[src/rtl/hex_cmd_parser_pkg.sv]
// Shared encodings for the UART calculator command parser:
// FSM states, ASCII markers, operator one-hots, type and error codes.
package hex_cmd_parser_pkg;

  typedef enum logic [2:0] {
    ST_IDLE = 3'd0,
    ST_SEP  = 3'd1,
    ST_TYPE = 3'd2,
    ST_SRC1 = 3'd3,
    ST_SRC2 = 3'd4,
    ST_DONE = 3'd5
  } state_e;

  localparam logic [7:0] CH_I  = 8'h49;
  localparam logic [7:0] CH_SP = 8'h20;
  localparam logic [7:0] CH_EQ = 8'h3D;

  localparam logic [7:0] OP_ADD = 8'h01;
  localparam logic [7:0] OP_SUB = 8'h02;
  localparam logic [7:0] OP_MUL = 8'h04;
  localparam logic [7:0] OP_DIV = 8'h08;
  localparam logic [7:0] OP_MOD = 8'h10;
  localparam logic [7:0] OP_AND = 8'h20;
  localparam logic [7:0] OP_OR  = 8'h40;
  localparam logic [7:0] OP_XOR = 8'h80;

  localparam logic [3:0] DT_NONE = 4'd0;
  localparam logic [3:0] DT_U    = 4'd1;
  localparam logic [3:0] DT_S    = 4'd2;

  localparam logic [2:0] ERR_NONE  = 3'd0;
  localparam logic [2:0] ERR_FMT   = 3'd1;
  localparam logic [2:0] ERR_OVF   = 3'd2;
  localparam logic [2:0] ERR_EMPTY = 3'd3;
  localparam logic [2:0] ERR_TMO   = 3'd4;

  // Type letter to dtype code; DT_NONE when not S/s/U/u.
  function automatic logic [3:0] type_code(input logic [7:0] c);
    logic [3:0] t;
    case (c)
      8'h53, 8'h73: t = DT_S;
      8'h55, 8'h75: t = DT_U;
      default:      t = DT_NONE;
    endcase
    return t;
  endfunction

endpackage

[src/rtl/ascii_hex_decode.sv]
// Combinational ASCII classifier: hex digit value and
// operator one-hot. Shared with the result formatter.
module ascii_hex_decode
  import hex_cmd_parser_pkg::*;
(
  input  logic [7:0] data,
  output logic       is_hex,
  output logic [3:0] nib,
  output logic       is_op,
  output logic [7:0] op_oh
);

  // Hex digit recognition, either letter case
  always_comb begin
    is_hex = 1'b0;
    nib    = 4'd0;
    unique case (1'b1)
      (data >= 8'h30) && (data <= 8'h39): begin
        is_hex = 1'b1;
        nib    = data[3:0];
      end
      (data >= 8'h41) && (data <= 8'h46),
      (data >= 8'h61) && (data <= 8'h66): begin
        is_hex = 1'b1;
        nib    = data[3:0] + 4'd9;
      end
      default: ;
    endcase
  end

  // Operator character to one-hot code
  always_comb begin
    op_oh = 8'd0;
    case (data)
      8'h2B:   op_oh = OP_ADD;
      8'h2D:   op_oh = OP_SUB;
      8'h2A:   op_oh = OP_MUL;
      8'h2F:   op_oh = OP_DIV;
      8'h25:   op_oh = OP_MOD;
      8'h26:   op_oh = OP_AND;
      8'h7C:   op_oh = OP_OR;
      8'h5E:   op_oh = OP_XOR;
      default: op_oh = 8'd0;
    endcase
  end

  assign is_op = |op_oh;

endmodule

[src/rtl/hex_cmd_parser.sv]
// Byte-stream parser for "I <type><src1><op><src2>=" commands
// feeding the ALU through a valid/ready handshake.
module hex_cmd_parser
  import hex_cmd_parser_pkg::*;
#(
  parameter int DIGITS  = 4,
  parameter int TIMEOUT = 0
) (
  input  logic                clk,
  input  logic                rst,
  input  logic [7:0]          in_data,
  input  logic                in_valid,
  output logic                in_ready,
  output logic                out_valid,
  input  logic                out_ready,
  output logic [3:0]          dtype,
  output logic [7:0]          op,
  output logic [4*DIGITS-1:0] src1,
  output logic [4*DIGITS-1:0] src2,
  output logic                err,
  output logic [2:0]          err_code
);

  localparam int W  = 4 * DIGITS;
  localparam int CW = $clog2(DIGITS + 1);
  localparam int TW = (TIMEOUT > 1) ? $clog2(TIMEOUT) : 1;

  state_e         state_q, state_d;
  logic [CW-1:0]  cnt_q, cnt_d;
  logic [W-1:0]   acc1_q, acc1_d;
  logic [W-1:0]   acc2_q, acc2_d;
  logic [3:0]     typ_q, typ_d;
  logic [7:0]     opl_q, opl_d;
  logic [TW-1:0]  tmo_q;

  logic       accept;
  logic       is_hex;
  logic [3:0] nib;
  logic       is_op;
  logic [7:0] op_oh;
  logic [3:0] tcode;
  logic       is_eq;
  logic       digits_full;
  logic       has_digits;
  logic       tmo_run;
  logic       tmo_hit;
  logic       abort;
  logic [2:0] abort_code;
  logic       enter_done;

  ascii_hex_decode u_dec (
    .data   (in_data),
    .is_hex (is_hex),
    .nib    (nib),
    .is_op  (is_op),
    .op_oh  (op_oh)
  );

  assign in_ready    = (state_q != ST_DONE);
  assign out_valid   = (state_q == ST_DONE);
  assign accept      = in_valid && in_ready;
  assign tcode       = type_code(in_data);
  assign is_eq       = (in_data == CH_EQ);
  assign digits_full = (cnt_q == CW'(DIGITS));
  assign has_digits  = (cnt_q != '0);
  assign enter_done  = (state_d == ST_DONE) && (state_q != ST_DONE);

  assign tmo_run = (state_q == ST_SEP)  || (state_q == ST_TYPE) ||
                   (state_q == ST_SRC1) || (state_q == ST_SRC2);
  assign tmo_hit = (TIMEOUT > 0) && tmo_run && !accept &&
                   (tmo_q == TW'(TIMEOUT - 1));

  // Next-state, operand accumulation and abort detection
  always_comb begin
    state_d    = state_q;
    cnt_d      = cnt_q;
    acc1_d     = acc1_q;
    acc2_d     = acc2_q;
    typ_d      = typ_q;
    opl_d      = opl_q;
    abort      = 1'b0;
    abort_code = ERR_NONE;
    if (accept) begin
      unique case (state_q)
        ST_IDLE: begin
          if (in_data == CH_I) state_d = ST_SEP;
        end
        ST_SEP: begin
          if (in_data == CH_SP) begin
            state_d = ST_TYPE;
          end else begin
            abort      = 1'b1;
            abort_code = ERR_FMT;
          end
        end
        ST_TYPE: begin
          if (tcode != DT_NONE) begin
            typ_d   = tcode;
            acc1_d  = '0;
            acc2_d  = '0;
            cnt_d   = '0;
            state_d = ST_SRC1;
          end else begin
            abort      = 1'b1;
            abort_code = ERR_FMT;
          end
        end
        ST_SRC1: begin
          unique case (1'b1)
            is_hex && digits_full: begin
              abort      = 1'b1;
              abort_code = ERR_OVF;
            end
            is_hex && !digits_full: begin
              acc1_d = (acc1_q << 4) | W'(nib);
              cnt_d  = cnt_q + CW'(1);
            end
            is_op && has_digits: begin
              opl_d   = op_oh;
              cnt_d   = '0;
              state_d = ST_SRC2;
            end
            is_op && !has_digits: begin
              abort      = 1'b1;
              abort_code = ERR_EMPTY;
            end
            default: begin
              abort      = 1'b1;
              abort_code = ERR_FMT;
            end
          endcase
        end
        ST_SRC2: begin
          unique case (1'b1)
            is_hex && digits_full: begin
              abort      = 1'b1;
              abort_code = ERR_OVF;
            end
            is_hex && !digits_full: begin
              acc2_d = (acc2_q << 4) | W'(nib);
              cnt_d  = cnt_q + CW'(1);
            end
            is_eq && has_digits: begin
              state_d = ST_DONE;
            end
            is_eq && !has_digits: begin
              abort      = 1'b1;
              abort_code = ERR_EMPTY;
            end
            default: begin
              abort      = 1'b1;
              abort_code = ERR_FMT;
            end
          endcase
        end
        ST_DONE: ;
        default: state_d = ST_IDLE;
      endcase
    end else if (state_q == ST_DONE) begin
      if (out_ready) state_d = ST_IDLE;
    end else if (tmo_hit) begin
      abort      = 1'b1;
      abort_code = ERR_TMO;
    end
    if (abort) state_d = ST_IDLE;
  end

  // FSM state and parse accumulators
  always_ff @(posedge clk) begin
    if (rst) begin
      state_q <= ST_IDLE;
      cnt_q   <= '0;
      acc1_q  <= '0;
      acc2_q  <= '0;
      typ_q   <= DT_NONE;
      opl_q   <= 8'd0;
    end else begin
      state_q <= state_d;
      cnt_q   <= cnt_d;
      acc1_q  <= acc1_d;
      acc2_q  <= acc2_d;
      typ_q   <= typ_d;
      opl_q   <= opl_d;
    end
  end

  // Idle cycles spent mid-command, cleared by any accepted byte
  always_ff @(posedge clk) begin
    if (rst || !tmo_run || accept || tmo_hit || (TIMEOUT == 0)) begin
      tmo_q <= '0;
    end else begin
      tmo_q <= tmo_q + TW'(1);
    end
  end

  // Command outputs load on DONE entry; error pulse and sticky code
  always_ff @(posedge clk) begin
    if (rst) begin
      dtype    <= DT_NONE;
      op       <= 8'd0;
      src1     <= '0;
      src2     <= '0;
      err      <= 1'b0;
      err_code <= ERR_NONE;
    end else begin
      err <= abort;
      if (abort) err_code <= abort_code;
      if (enter_done) begin
        dtype <= typ_q;
        op    <= opl_q;
        src1  <= acc1_q;
        src2  <= acc2_q;
      end
    end
  end

endmodule

[config.mk]
export PLATFORM = sky130hd
export DESIGN_NAME = hex_cmd_parser
export DESIGN_NICKNAME = d
export VERILOG_FILES = /design/src/rtl/hex_cmd_parser_pkg.sv /design/src/rtl/ascii_hex_decode.sv /design/src/rtl/hex_cmd_parser.sv
export SDC_FILE = /design/constraint.sdc
export NUM_CORES = 1
export LEC_CHECK = 0
export ABC_AREA = 0
export BUFFER_PORTS_ARGS = -buffer_cell sky130_fd_sc_hd__buf_2
export CAP_MARGIN = 20
export CORE_MARGIN = 2
export CORE_UTILIZATION = 30
export DETAILED_ROUTE_END_ITERATION = 8
export SKIP_CTS_REPAIR_TIMING = 1
export SLEW_MARGIN = 40
export SYNTH_ARGS = -nofsm -noshare
export SYNTH_HDL_FRONTEND = slang
export SYNTH_HIERARCHICAL = 1
export SYNTH_SLANG_ARGS = --single-unit
export TNS_END_PERCENT = 50
[constraint.sdc]
create_clock -name clk -period 2.8 [get_ports clk]
set_input_delay 0.14 -clock clk [delete_from_list [all_inputs] [get_ports clk]]
set_output_delay 0.14 -clock clk [all_outputs]
set_load 0.02 [all_outputs]
; ---- After elaboration in Yosys (flattened, before gate mapping)
; Cells that the tools add are included.
[totals]
ff_bits = 98
elab_cells = 115
inputBits = 12
[op_classes]
magnitude_cmp = 6
n_eq_ne = 27
bitwise_logic = 2
n_mux = 35
reduce_logical = 31
n_addsub = 2
[ops]
columns = cell, count
row1 = $eq A8 B6 Y1 const B, 8
row2 = $pmux W16 S2, 2
row3 = $pmux W8 S8, 1
row4 = $eq A8 B7 Y1 const B, 7
row5 = $mux W16, 3
row6 = $mux W3, 12
row7 = $or A16 B4 Y16, 2
row8 = $pmux W3 S6, 1
row9 = $ge A8 B7 Y1 const B, 2
row10 = $le A8 B7 Y1 const B, 2
row11 = $eq A3 B3 Y1 const B, 4
row12 = $pmux W2 S3, 2
row13 = $logic_and A1 B1 Y1, 11
row14 = $reduce_or A2 Y1, 5
row15 = $pmux W3 S3, 1
row16 = $ge A8 B6 Y1 const B, 1
row17 = $le A8 B6 Y1 const B, 1
row18 = $mux W1, 8
row19 = $pmux W2 S4, 1
row20 = $pmux W4 S2, 1
row21 = $reduce_and A4 Y1, 2
row22 = $reduce_or A8 Y1, 1
row23 = $eq A3 B2 Y1 const B, 2
row24 = $ne A2 B1 Y1 const B, 3
row25 = 16 further kinds, 20

; ---- Depth between registers and ports, before layout
; Gate-level depths: netlist (run 1).
[logic_depth]
depth_word = 12
depth_mapped = 12
ltp_nobuf = 10

; ---- Cells and area by module
; The synthesis (run 1) kept the hierarchy.
[modules_own_cells]
columns = module, cells_per_inst, seq_area_each_um2, n_inst, area_per_inst_um2
row1 = hex_cmd_parser, 487, 1861.8, 1, 4418.0
row2 = ascii_hex_decode, 47, 0.0, 1, 392.9

; ---- Worst setup path before layout (run 1)
; Ideal clock, no wire load.
[synth_timing]
path_type = in2reg
from = in in_data[0]
to = reg dtype[0]
t_arrival_ns = 2.099
setup_ns = 0.072
path_slack_ns = 0.629
path_stages = 11
t_required_ns = 2.728
path_cell_list = inv_1 -> ha_1 -> mux2_1 -> o211ai_1 -> nand4bb_1 -> a21boi_0 -> nor4_2 -> a221oi_2 -> buf_4 -> buf_6 -> mux2i_1
[synth_via]
word_cells_on_any_way = 53
[synth_rtl]
columns = element, line_no
row1 = "start, declared", hex_cmd_parser.sv:11  ; input logic [7:0] in_data,
row2 = $eq A8 B7 Y1 or $eq A8 B6 Y1 (tied branches), ascii_hex_decode.sv:34  ; case (data)
row3 = $pmux W8 S8 (*), ascii_hex_decode.sv:34
row4 = $reduce_or A8 Y1 (*), ascii_hex_decode.sv:47  ; assign is_op = |op_oh;
row5 = via is_op, hex_cmd_parser.sv:39  ; logic is_op;
row6 = $logic_and A1 B1 Y1 (*), hex_cmd_parser.sv:118  ; is_op && has_digits: begin
row7 = $reduce_or A2 Y1 (no line), -
row8 = $mux W1, hex_cmd_parser.sv:109  ; unique case (1'b1)
row9 = $pmux W1 S4, hex_cmd_parser.sv:84  ; unique case (state_q)
row10 = $mux W1, hex_cmd_parser.sv:83  ; if (accept) begin
row11 = $mux W3 (*), hex_cmd_parser.sv:165  ; if (abort) state_d = ST_IDLE;
row12 = $eq A3 B3 Y1 (*), hex_cmd_parser.sv:66  ; assign enter_done = (state_d == ST_DONE) && (state_q != ST_DONE);
row13 = $logic_and A1 B1 Y1 (*), hex_cmd_parser.sv:66
row14 = "end signal, assigned", hex_cmd_parser.sv:209  ; dtype <= typ_q;
row15 = "end, declared", hex_cmd_parser.sv:16  ; output logic [3:0] dtype,
; Mark *: on every way through the listed nets, which the timed path passes. The rest lies on a longest branch.
; A chain may end at the register's enable or synchronous reset.

; ---- Final worst setup path (run 1)
[layout_timing]
from = reg cnt_q[0]
to = reg src1[11]
[layout_via]
elab_chain_len = 10
word_cells_on_any_way = 19
[layout_rtl]
columns = element, line_no
row1 = "start, declared", hex_cmd_parser.sv:29  ; logic [CW-1:0] cnt_q, cnt_d;
row2 = "start signal, assigned", hex_cmd_parser.sv:179  ; cnt_q <= cnt_d;
row3 = $eq A3 B3 Y1, hex_cmd_parser.sv:64  ; assign digits_full = (cnt_q == CW'(DIGITS));
row4 = $logic_not A1 Y1, "hex_cmd_parser.sv:114, hex_cmd_parser.sv:139"
row5 = $logic_and A1 B1 Y1, "hex_cmd_parser.sv:114, hex_cmd_parser.sv:139"
row6 = $reduce_or A2 Y1 (no line), -
row7 = $mux W1 (on tied branches), "hex_cmd_parser.sv:134, hex_cmd_parser.sv:109"
row8 = $pmux W1 S4, hex_cmd_parser.sv:84
row9 = $mux W1, hex_cmd_parser.sv:83
row10 = $mux W3 (*), hex_cmd_parser.sv:165
row11 = $eq A3 B3 Y1 (*), hex_cmd_parser.sv:66
row12 = $logic_and A1 B1 Y1 (*), hex_cmd_parser.sv:66
row13 = "end signal, assigned", hex_cmd_parser.sv:211  ; src1 <= acc1_q;
row14 = "end, declared", hex_cmd_parser.sv:18  ; output logic [4*DIGITS-1:0] src1,
; Every way passes the cells marked *; elsewhere a longest branch is shown, timed or not.

==> flow_summary.ini, run 1 <==
[floorplan]
ios = 62
die_height_microns = 131
dieArea_sq_um = 17100
initial_utilization_pct = 30.5
die_w_microns = 131
core_area_sq_um = 15800
num_rows = 46

[place]
place_inst = 777
gp_congestion = 0.852
dp_hpwl_microns = 7420
dp_slack_ns = 0.126
portBuffers = 58
place_area_sq_um = 5230

[sta]
finalHoldViolCount = 0
fin_setup_tns_ns = 0
min_period_ns = 2.38
fin_hold_ws_ns = 0.156
fin_crit_sh_pct = 85.1
slew_headroom_pct = 62.8
worst_pin_slew_ns = 0.559
setup_violations = 0
setup_ws_ns = 0.418
fin_skew_ns = 0.00895
fmax_mhz = 420
slew_violations = 0
rsz0062_at_grt = no

[routing]
wirelength_microns = 10800
antenna_left = 0
wire_per_inst_microns = 13.6
detail_route.vias_per_cell = 4.87
via_count = 3857
drtIter0Drc = 250
drc_errors = 0
drtPass1Iterations = 5

[synth]
yosys.area.top_type = dfxtp_1
seq_area_frac_synth_pct = 38.7
netlist_instances = 534
synth-main-ff-cell = dfxtp_1
synth_top_area_share_pct = 38.7
synth.area.top_cells = dfxtp_1 (39%), mux2i_1 (10%), nand2b_1 (9.9%)
netlist_area_sq_um = 4810
syn_area_per_cell_sq_um = 9.01
yosysMostFrequentCell = dfxtp_1
synth_edf_count = 0
synthTopCellsByCount = dfxtp_1 (93), nand2b_1 (76), mux2i_1 (50), a21oi_1 (42), nand2_1 (42)
ys_warn_count = 6
synth_seq_cells = 93
ys_types = 73
async_reset_ff_share_pct = 0

[layout]
fin_area_sq_um = 5520
finalNetCount = 591
diodes = 0
drive_gt1_share_pct = 18.1
final_core_utilization_pct = 35.0
syn2layout_area_growth_pct = 14.7
layout.cells.non_filler = 792

[power]
power_mw = 2.68
p_comb_share_pct = 5.2
p_sw_uw = 619
p_per_area_nw_per_um2 = 486
vdd.ir_drop.worst_mv = 0.307
p_seq_share_pct = 49.5
swShare_pct = 23.1
power_frac_clock_pct = 45.4
leakage_nw = 2.12
intPower_mw = 2.06

[setup_path]
required_ns = 3.08
critical_path.startpoint_type = register
arrival_ns = 2.66
crit_slowest_cell = nor4_2
worst-setup-path-type = register to register
cpPeakStageDelay_ns = 0.52
end_kind = register
cp_cell_sequence = inv_1 > ha_1 > or2b_2 > a21boi_0 > nor4_2 > a221o_1 > buf_4 > mux2i_1
critPathMaxFanout = 16

[clock_tree]
cts-htree-levels = 3
cts_buffers = 9
clock_latency_ns = 0.35
cts_root_buffer = clkbuf_16
cts_tree = done
cts_buffer_depth = 2
cts.sinks = 93
clk_pin_slew_ns = 0.07

[status]
outcome = completed

[min_path]
hp-class = input pin to register

[global_routing]
antenna_found_initial = 0
grt_max_degree = 135
gr-total-overflow = 0
grt_pass1_vias = 3568
track_usage_pct = 13.0
grt_first_pass_wirelength_microns = 17400

[job]
cap_violations = 0
[state kept, by name, indices dropped and copies added (netlist names)]
| register | cells |
|---|---|
| acc1_q | 16 |
| acc2_q | 16 |
| src1 | 16 |
| src2 | 16 |
| op | 8 |
| opl_q | 8 |
| cnt_q | 3 |
| state_q | 3 |
| dtype | 2 |
| err_code | 2 |
| typ_q | 2 |
| err | 1 |
[power by group through the flow]
stage	clock (mW)	sequential (mW)	combinational (mW)
after floorplan	0	1.35	0.104
after global placement	0	1.36	0.133
after detailed placement	0	1.36	0.136
after CTS	1.26	1.33	0.137
after global routing	1.30	1.33	0.150
final	1.22	1.33	0.138
[kinds of logic (layout without fill, tap and decap cells)]
family,after synthesis,after routing,synth area share (%)
compound gates,84,84,11.8
xor+xnor,1,1,0.182
fa+ha+maj,7,7,1.82
buf+inv,56,96,6.55
flops,93,93,38.7
mux,53,53,11.1
other cells,1,3,0.0779
simple gates,239,239,29.8
[layout by cell type (no fill, tap or decap), types with 2 or more instances in the layout]
master,n
a21boi_0,2
a21oi_1,42
a22o_1,2
a31oi_1,3
and3_1,4
and4_1,2
buf_12,2
buf_2,58
buf_4,8
clkbuf_16,9
clkinv_2,2
clkinvlp_4,2
conb_1,3
dfxtp_1,93
ha_1,7
inv_1,13
mux2_1,2
mux2i_1,50
nand2_1,42
nand2b_1,76
nand3_1,38
nand4_1,7
nand4bb_1,2
nor2_1,15
nor2b_1,4
nor3_1,8
nor3b_1,4
nor4_1,5
o21ai_0,8
o21bai_1,4
o31ai_1,2
or2_1,2
or2b_1,10
or3b_1,2
[metal layers]
| metal | vias up | wire length [microns] | track usage [%] |
|---|---|---|---|
| met1 | 1837 | 5100 | 16.8 |
| met5 | - | 0 | 0 |
| met3 | 12 | 444 | 3.58 |
| met2 | 79 | 5050 | 20.3 |
| li1 | 1929 | - | - |
| met4 | 0 | 195 | 5.63 |
[worst max-delay path: cells and delay by family (launching register included)]
| family | cells | cell delay [ns] |
|---|---|---|
| AOI/OAI and AO/OA | 2 | 0.37 |
| adders and majority gates | 1 | 0.26 |
| buffers and inverters | 2 | 0.36 |
| DFF | 1 | 0.36 |
| muxes | 1 | 0.23 |
| and+or+nand+nor | 2 | 0.73 |
[area by class of cell]
type                    count  area, sq um
clock buffers               9          225
clock inverters             6         63.8
fillers                  1670        10300
inverters                  13         48.8
multi-input cells         387         2660
flip-flops and latches     93         1860
well taps                 216          270
repair buffers             68          390
[final timing paths]
check             slack (ns)  cells past startpoint       start          to
setup / recovery        0.42                      8    cnt_q[0]    src1[11]
setup reg to reg        0.42                      8    cnt_q[0]    src1[11]
hold / removal          0.16                      4   out_ready  state_q[2]
hold reg to reg         0.45                      2  acc1_q[14]  acc1_q[14]
Power figures use the tool's default switching activity.
==> inputs of run 2 (changes only) <==
Settings changed: CTS_CLUSTER_SIZE set to 30, MAX_ROUTING_LAYER set to met4.
==> run 2 against run 1 <==
Net effect:
- clock power about the same
- register-to-register slack about the same
- fmax down 0.20%
- clock skew about the same
- sequential cell count unchanged
- global-route usage up 0.42 points
- critical path type unchanged
- sequential share of layout area unchanged
- core utilization unchanged
- cell count unchanged
- critical path depth unchanged
==> flow_summary.ini, run 2 (same netlist as run 1, synthesis figures left out) <==
[status]
outcome = completed

[floorplan]
die_height_microns = 131
core_area_sq_um = 15800
die_w_microns = 131
num_rows = 46
initial_utilization_pct = 30.5
dieArea_sq_um = 17100
ios = 62

[setup_path]
reg2reg_from = cnt_q[0]
critPathMaxFanout = 16
r2r_slack_ns = 0.41
crit_slowest_cell = nor4_2
cpPeakStageDelay_ns = 0.52
critical_path.startpoint_type = register
path_buf_inv = 2
r2r-end = src1[7]
worst-setup-path-type = register to register
critPathTopFamily = simple AND/OR/NAND/NOR gates
cp_cell_sequence = inv_1 > ha_1 > or2b_2 > a21boi_0 > nor4_2 > a221o_1 > buf_4 > mux2i_1
rr_worst_depth = 8
required_ns = 3.08
end_kind = register
arrival_ns = 2.67

[global_routing]
grt_first_pass_wirelength_microns = 17400
grt_max_degree = 135
antenna_found_initial = 0
track_usage_pct = 13.4
grt_pass1_vias = 3572
gr-total-overflow = 0

[clock_tree]
cts.sinks = 93
clock_latency_ns = 0.35
cts_tree = done
cts_buffers = 9
cts_buffer_depth = 2
clk_pin_slew_ns = 0.07
cts-htree-levels = 3
cts_root_buffer = clkbuf_16

[sta]
worst_pin_slew_ns = 0.563
min_period_ns = 2.39
fin_skew_ns = 0.00886
fin_crit_sh_pct = 85.2
setup_violations = 0
slew_headroom_pct = 62.5
rsz0062_at_grt = no
fmax_mhz = 419
finalHoldViolCount = 0
slew_violations = 0
fin_setup_tns_ns = 0

[layout]
diodes = 0
layout.cells.non_filler = 792
final_common_cell = dfxtp_1
finalNetCount = 591
final_cell_mix = dfxtp_1 (93), nand2b_1 (76), buf_2 (58), mux2i_1 (50)
drive_gt1_share_pct = 18.1
syn2layout_area_growth_pct = 14.7
fillers = 1670

[routing]
drtIter0Drc = 253
antenna_left = 0
via_count = 3833
detail_route.vias_per_cell = 4.84
drtPass1Iterations = 4
wirelength_microns = 10800
wire_per_inst_microns = 13.6
drc_errors = 0

[power]
power_mw = 2.68
leakage_nw = 2.12
p_per_area_nw_per_um2 = 486
vdd.ir_drop.worst_mv = 0.308

[place]
dp_hpwl_microns = 7420
gp_congestion = 0.865
place_inst = 777
portBuffers = 58

[min_path]
hp-class = input pin to register
hold_start = out_ready
holdPathEnd = state_q[2]
whs_path_depth = 4

[job]
cap_violations = 0
==> run 2: area by class of cell <==
type                    instances  area (sq um)  area share, %
inverters                      13          48.8          0.884
repair buffers                 68           390           7.07
multi-input cells             387          2660           48.2
clock inverters                 6          63.8           1.16
flip-flops and latches         93          1860           33.7
clock buffers                   9           225           4.08
well taps                     216           270           4.90
==> run 2: worst max-delay path by stage <==
stage | startpoint | to | slack, ns | cells past startpoint
2_1_floorplan | in_data[0] | dtype[0] | 0.63 | 11
3_3_place_gp | in_data[1] | err_code[0] | 0.27 | 11
3_5_place_dp | in_data[7] | src1[13] | 0.13 | 9
4_1_cts | state_q[1] | src2[8] | 0.41 | 6
5_1_grt | cnt_q[0] | src1[3] | 0.26 | 8
6_report | cnt_q[0] | src1[7] | 0.41 | 8
==> run 2: worst register-to-register path, delay by kind of cell (launching register included) <==
family	cells	cell delay [ns]
muxes	1	0.23
adders and majority gates	1	0.27
DFF	1	0.36
buffers and inverters	2	0.36
and+or+nand+nor	2	0.73
AOI/OAI and AO/OA	2	0.37
==> run 2: report_power, final <==
part	switching, mW	total (mW)	internal (mW)	leakage (nW)
combinational	0.0875	0.138	0.0510	1.23
clock	0.528	1.21	0.687	0.138
sequential	0.00283	1.33	1.32	0.749
total	0.619	2.68	2.06	2.12
==> run 2: stage by stage <==
| stage | setup WS, ns | utilization (%) | instance area (sq um) | hold slack [ns] |
|---|---|---|---|---|
| after global placement | 0.270 | 33.2 | 5230 | 0.435 |
| after floorplan | 0.629 | - | 4820 | 0.251 |
| after global routing | 0.262 | 35.0 | 5520 | 0.187 |
| final | 0.413 | 35.0 | 5520 | 0.160 |
| after CTS | 0.409 | 35.0 | 5520 | 0.147 |
| after detailed placement | 0.126 | 33.2 | 5230 | 0.445 |
==> run 2: routing by layer <==
layer	routed length (microns)	track usage, %
met5	0	-
met4	166	5.07
met3	492	3.99
met2	5020	20.4
met1	5120	16.8
==> inputs of run 3 (changes only) <==
--- a/config.mk
+++ b/config.mk
@@ -15,4 +15,5 @@
 export MAX_ROUTING_LAYER = met4
 export SKIP_CTS_REPAIR_TIMING = 1
+export SKIP_LAST_GASP = 1
 export SLEW_MARGIN = 40
 export SYNTH_ARGS = -nofsm -noshare
==> constraint.sdc (replaced) <==
create_clock -name clk -period 2.8 [get_ports clk]
set_input_delay 0.28 -clock clk [delete_from_list [all_inputs] [get_ports clk]]
set_output_delay 0.28 -clock clk [all_outputs]
set_load 0.02 [all_outputs]
==> run 3 against run 2 <==
Net effect:
- fmax shrank 0.72%
- clock power grew 8%
- total power grew 3.6%
- sequential share of layout area shrank 0.50 points
- via count grew 1.1%
- cell count grew 0.63%
- die area is the same
- core utilization grew 0.52 points
- final area grew 1.5%
- critical endpoint is now state_q[0]
- largest cell class unchanged
- highest routed layer unchanged
==> flow_summary.ini, run 3 (same netlist as run 1, synthesis figures left out) <==
[sta]
min_period_ns = 2.40
setup_ws_ns = 0.396
slew_headroom_pct = 61.4
fin_skew_ns = 0.00797
fin_crit_sh_pct = 85.9
fin_setup_tns_ns = 0
finalHoldViolCount = 0
setup_violations = 0
worst_pin_slew_ns = 0.579
slew_violations = 0
rsz0062_at_grt = no
fmax_mhz = 416

[place]
dp_slack_ns = 0.112
place_inst = 781
gp_congestion = 0.842
portBuffers = 58
dp_hpwl_microns = 7670

[routing]
wirelength_microns = 11000
drc_errors = 0
via_count = 3877
met3_length_microns = 410
drt-met1-wl_microns = 5140
drtIter0Drc = 218
detail_route.vias_per_cell = 4.86
dr_wl_met2_microns = 5240
wire_per_inst_microns = 13.8
drtPass1Iterations = 4
antenna_left = 0
highest_layer = met4

[layout]
fillers = 1672
drive_gt1_share_pct = 18.6
syn2layout_area_growth_pct = 16.4
layout.cells.non_filler = 797
finalNetCount = 595
diodes = 0
final_cell_mix = dfxtp_1 (93), nand2b_1 (76), buf_2 (58), mux2i_1 (50)
final_common_cell = dfxtp_1

[floorplan]
dieArea_sq_um = 17100
initial_utilization_pct = 30.5
core_area_sq_um = 15800
num_rows = 46
die_w_microns = 131
die_height_microns = 131
ios = 62

[setup_path]
r2r-end = src2[8]
cp-startpoint = in_data[0]
reg2reg_from = state_q[1]
end_kind = register
worstSetupEndpoint = state_q[0]
critPathMaxFanout = 9
critical_path.startpoint_type = input pin
rr_worst_depth = 6
r2r_slack_ns = 0.40
arrival_ns = 2.65
required_ns = 3.04
worst-setup-path-type = input pin to register

[power]
vdd.ir_drop.worst_mv = 0.299
leakage_nw = 2.15
p_per_area_nw_per_um2 = 496

[clock_tree]
cts_buffers = 9
cts_buffer_depth = 2
cts_tree = done
clock_latency_ns = 0.35
cts-htree-levels = 3
clk_pin_slew_ns = 0.07
cts.sinks = 93
cts_root_buffer = clkbuf_16

[status]
outcome = completed

[global_routing]
grt_pass1_vias = 3741
grt_max_degree = 135
track_usage_pct = 14.0
grt_first_pass_wirelength_microns = 18400
gr-total-overflow = 0
antenna_found_initial = 0

[job]
cap_violations = 0

[min_path]
hp-class = input pin to register
run 3: changes by cell type in the layout (fill, tap and decap cells not counted), sizes merged:
cell / delta
clkinvlp: +1
clkinv: -1
buf: +4
inv: -1
bufinv: +1
clkbuf: +1
run 3: how the worst min path moves through the flow:
stage	startpoint	endpoint	slack, ns	cells after the start
floorplan	in_data[1]	typ_q[0]	0.39	1
global placement	acc1_q[15]	acc1_q[15]	0.43	2
global route	out_ready	state_q[2]	0.34	4
finish	out_ready	state_q[2]	0.29	4
CTS	out_ready	state_q[2]	0.29	4
detailed placement	acc1_q[15]	acc1_q[15]	0.44	2
run 3: critical path: stages:
cell       delay (ns)
buf_2            0.15
inv_1            0.12
ha_1             0.24
o21bai_1         0.10
a21oi_1          0.24
or2_1            0.23
a21boi_0         0.38
a211o_1          0.15
a21oi_1          0.06
or2_1            0.35
a2111oi_1        0.33
run 3: per-layer routing:
layer  vias to the layer above  GRT usage, %
met5                         -             -
met4                         0          5.32
met3                        12          3.18
met2                        79          22.1
met1                      1858          17.6
li1                       1928             -
run 3: cell type report:
| class | instances | area (sq um) | area share [%] |
|---|---|---|---|
| tap | 216 | 270 | 4.83 |
| multi-input combinational | 387 | 2660 | 47.5 |
| timing repair buffer | 72 | 445 | 7.95 |
| inverter | 13 | 48.8 | 0.871 |
| sequential | 93 | 1860 | 33.2 |
| clock inverter | 6 | 87.6 | 1.56 |
| clock buffer | 10 | 229 | 4.09 |
run 3: stage by stage:
| step | area [sq um] | power, mW | util (%) | hold slack [ns] |
|---|---|---|---|---|
| finish | 5600 | 2.78 | 35.5 | 0.291 |
| global placement | 5280 | 1.49 | 33.5 | 0.435 |
| CTS | 5600 | 2.82 | 35.5 | 0.286 |
| global route | 5600 | 2.87 | 35.5 | 0.343 |
| floorplan | 4820 | 1.46 | - | 0.391 |
| detailed placement | 5280 | 1.50 | 33.5 | 0.443 |
run 3: report_power, final:
| group | total [mW] | switching, mW | internal, mW |
|---|---|---|---|
| logic | 0.141 | 0.0885 | 0.0522 |
| clock network | 1.31 | 0.529 | 0.781 |
| registers | 1.33 | 0.00289 | 1.32 |
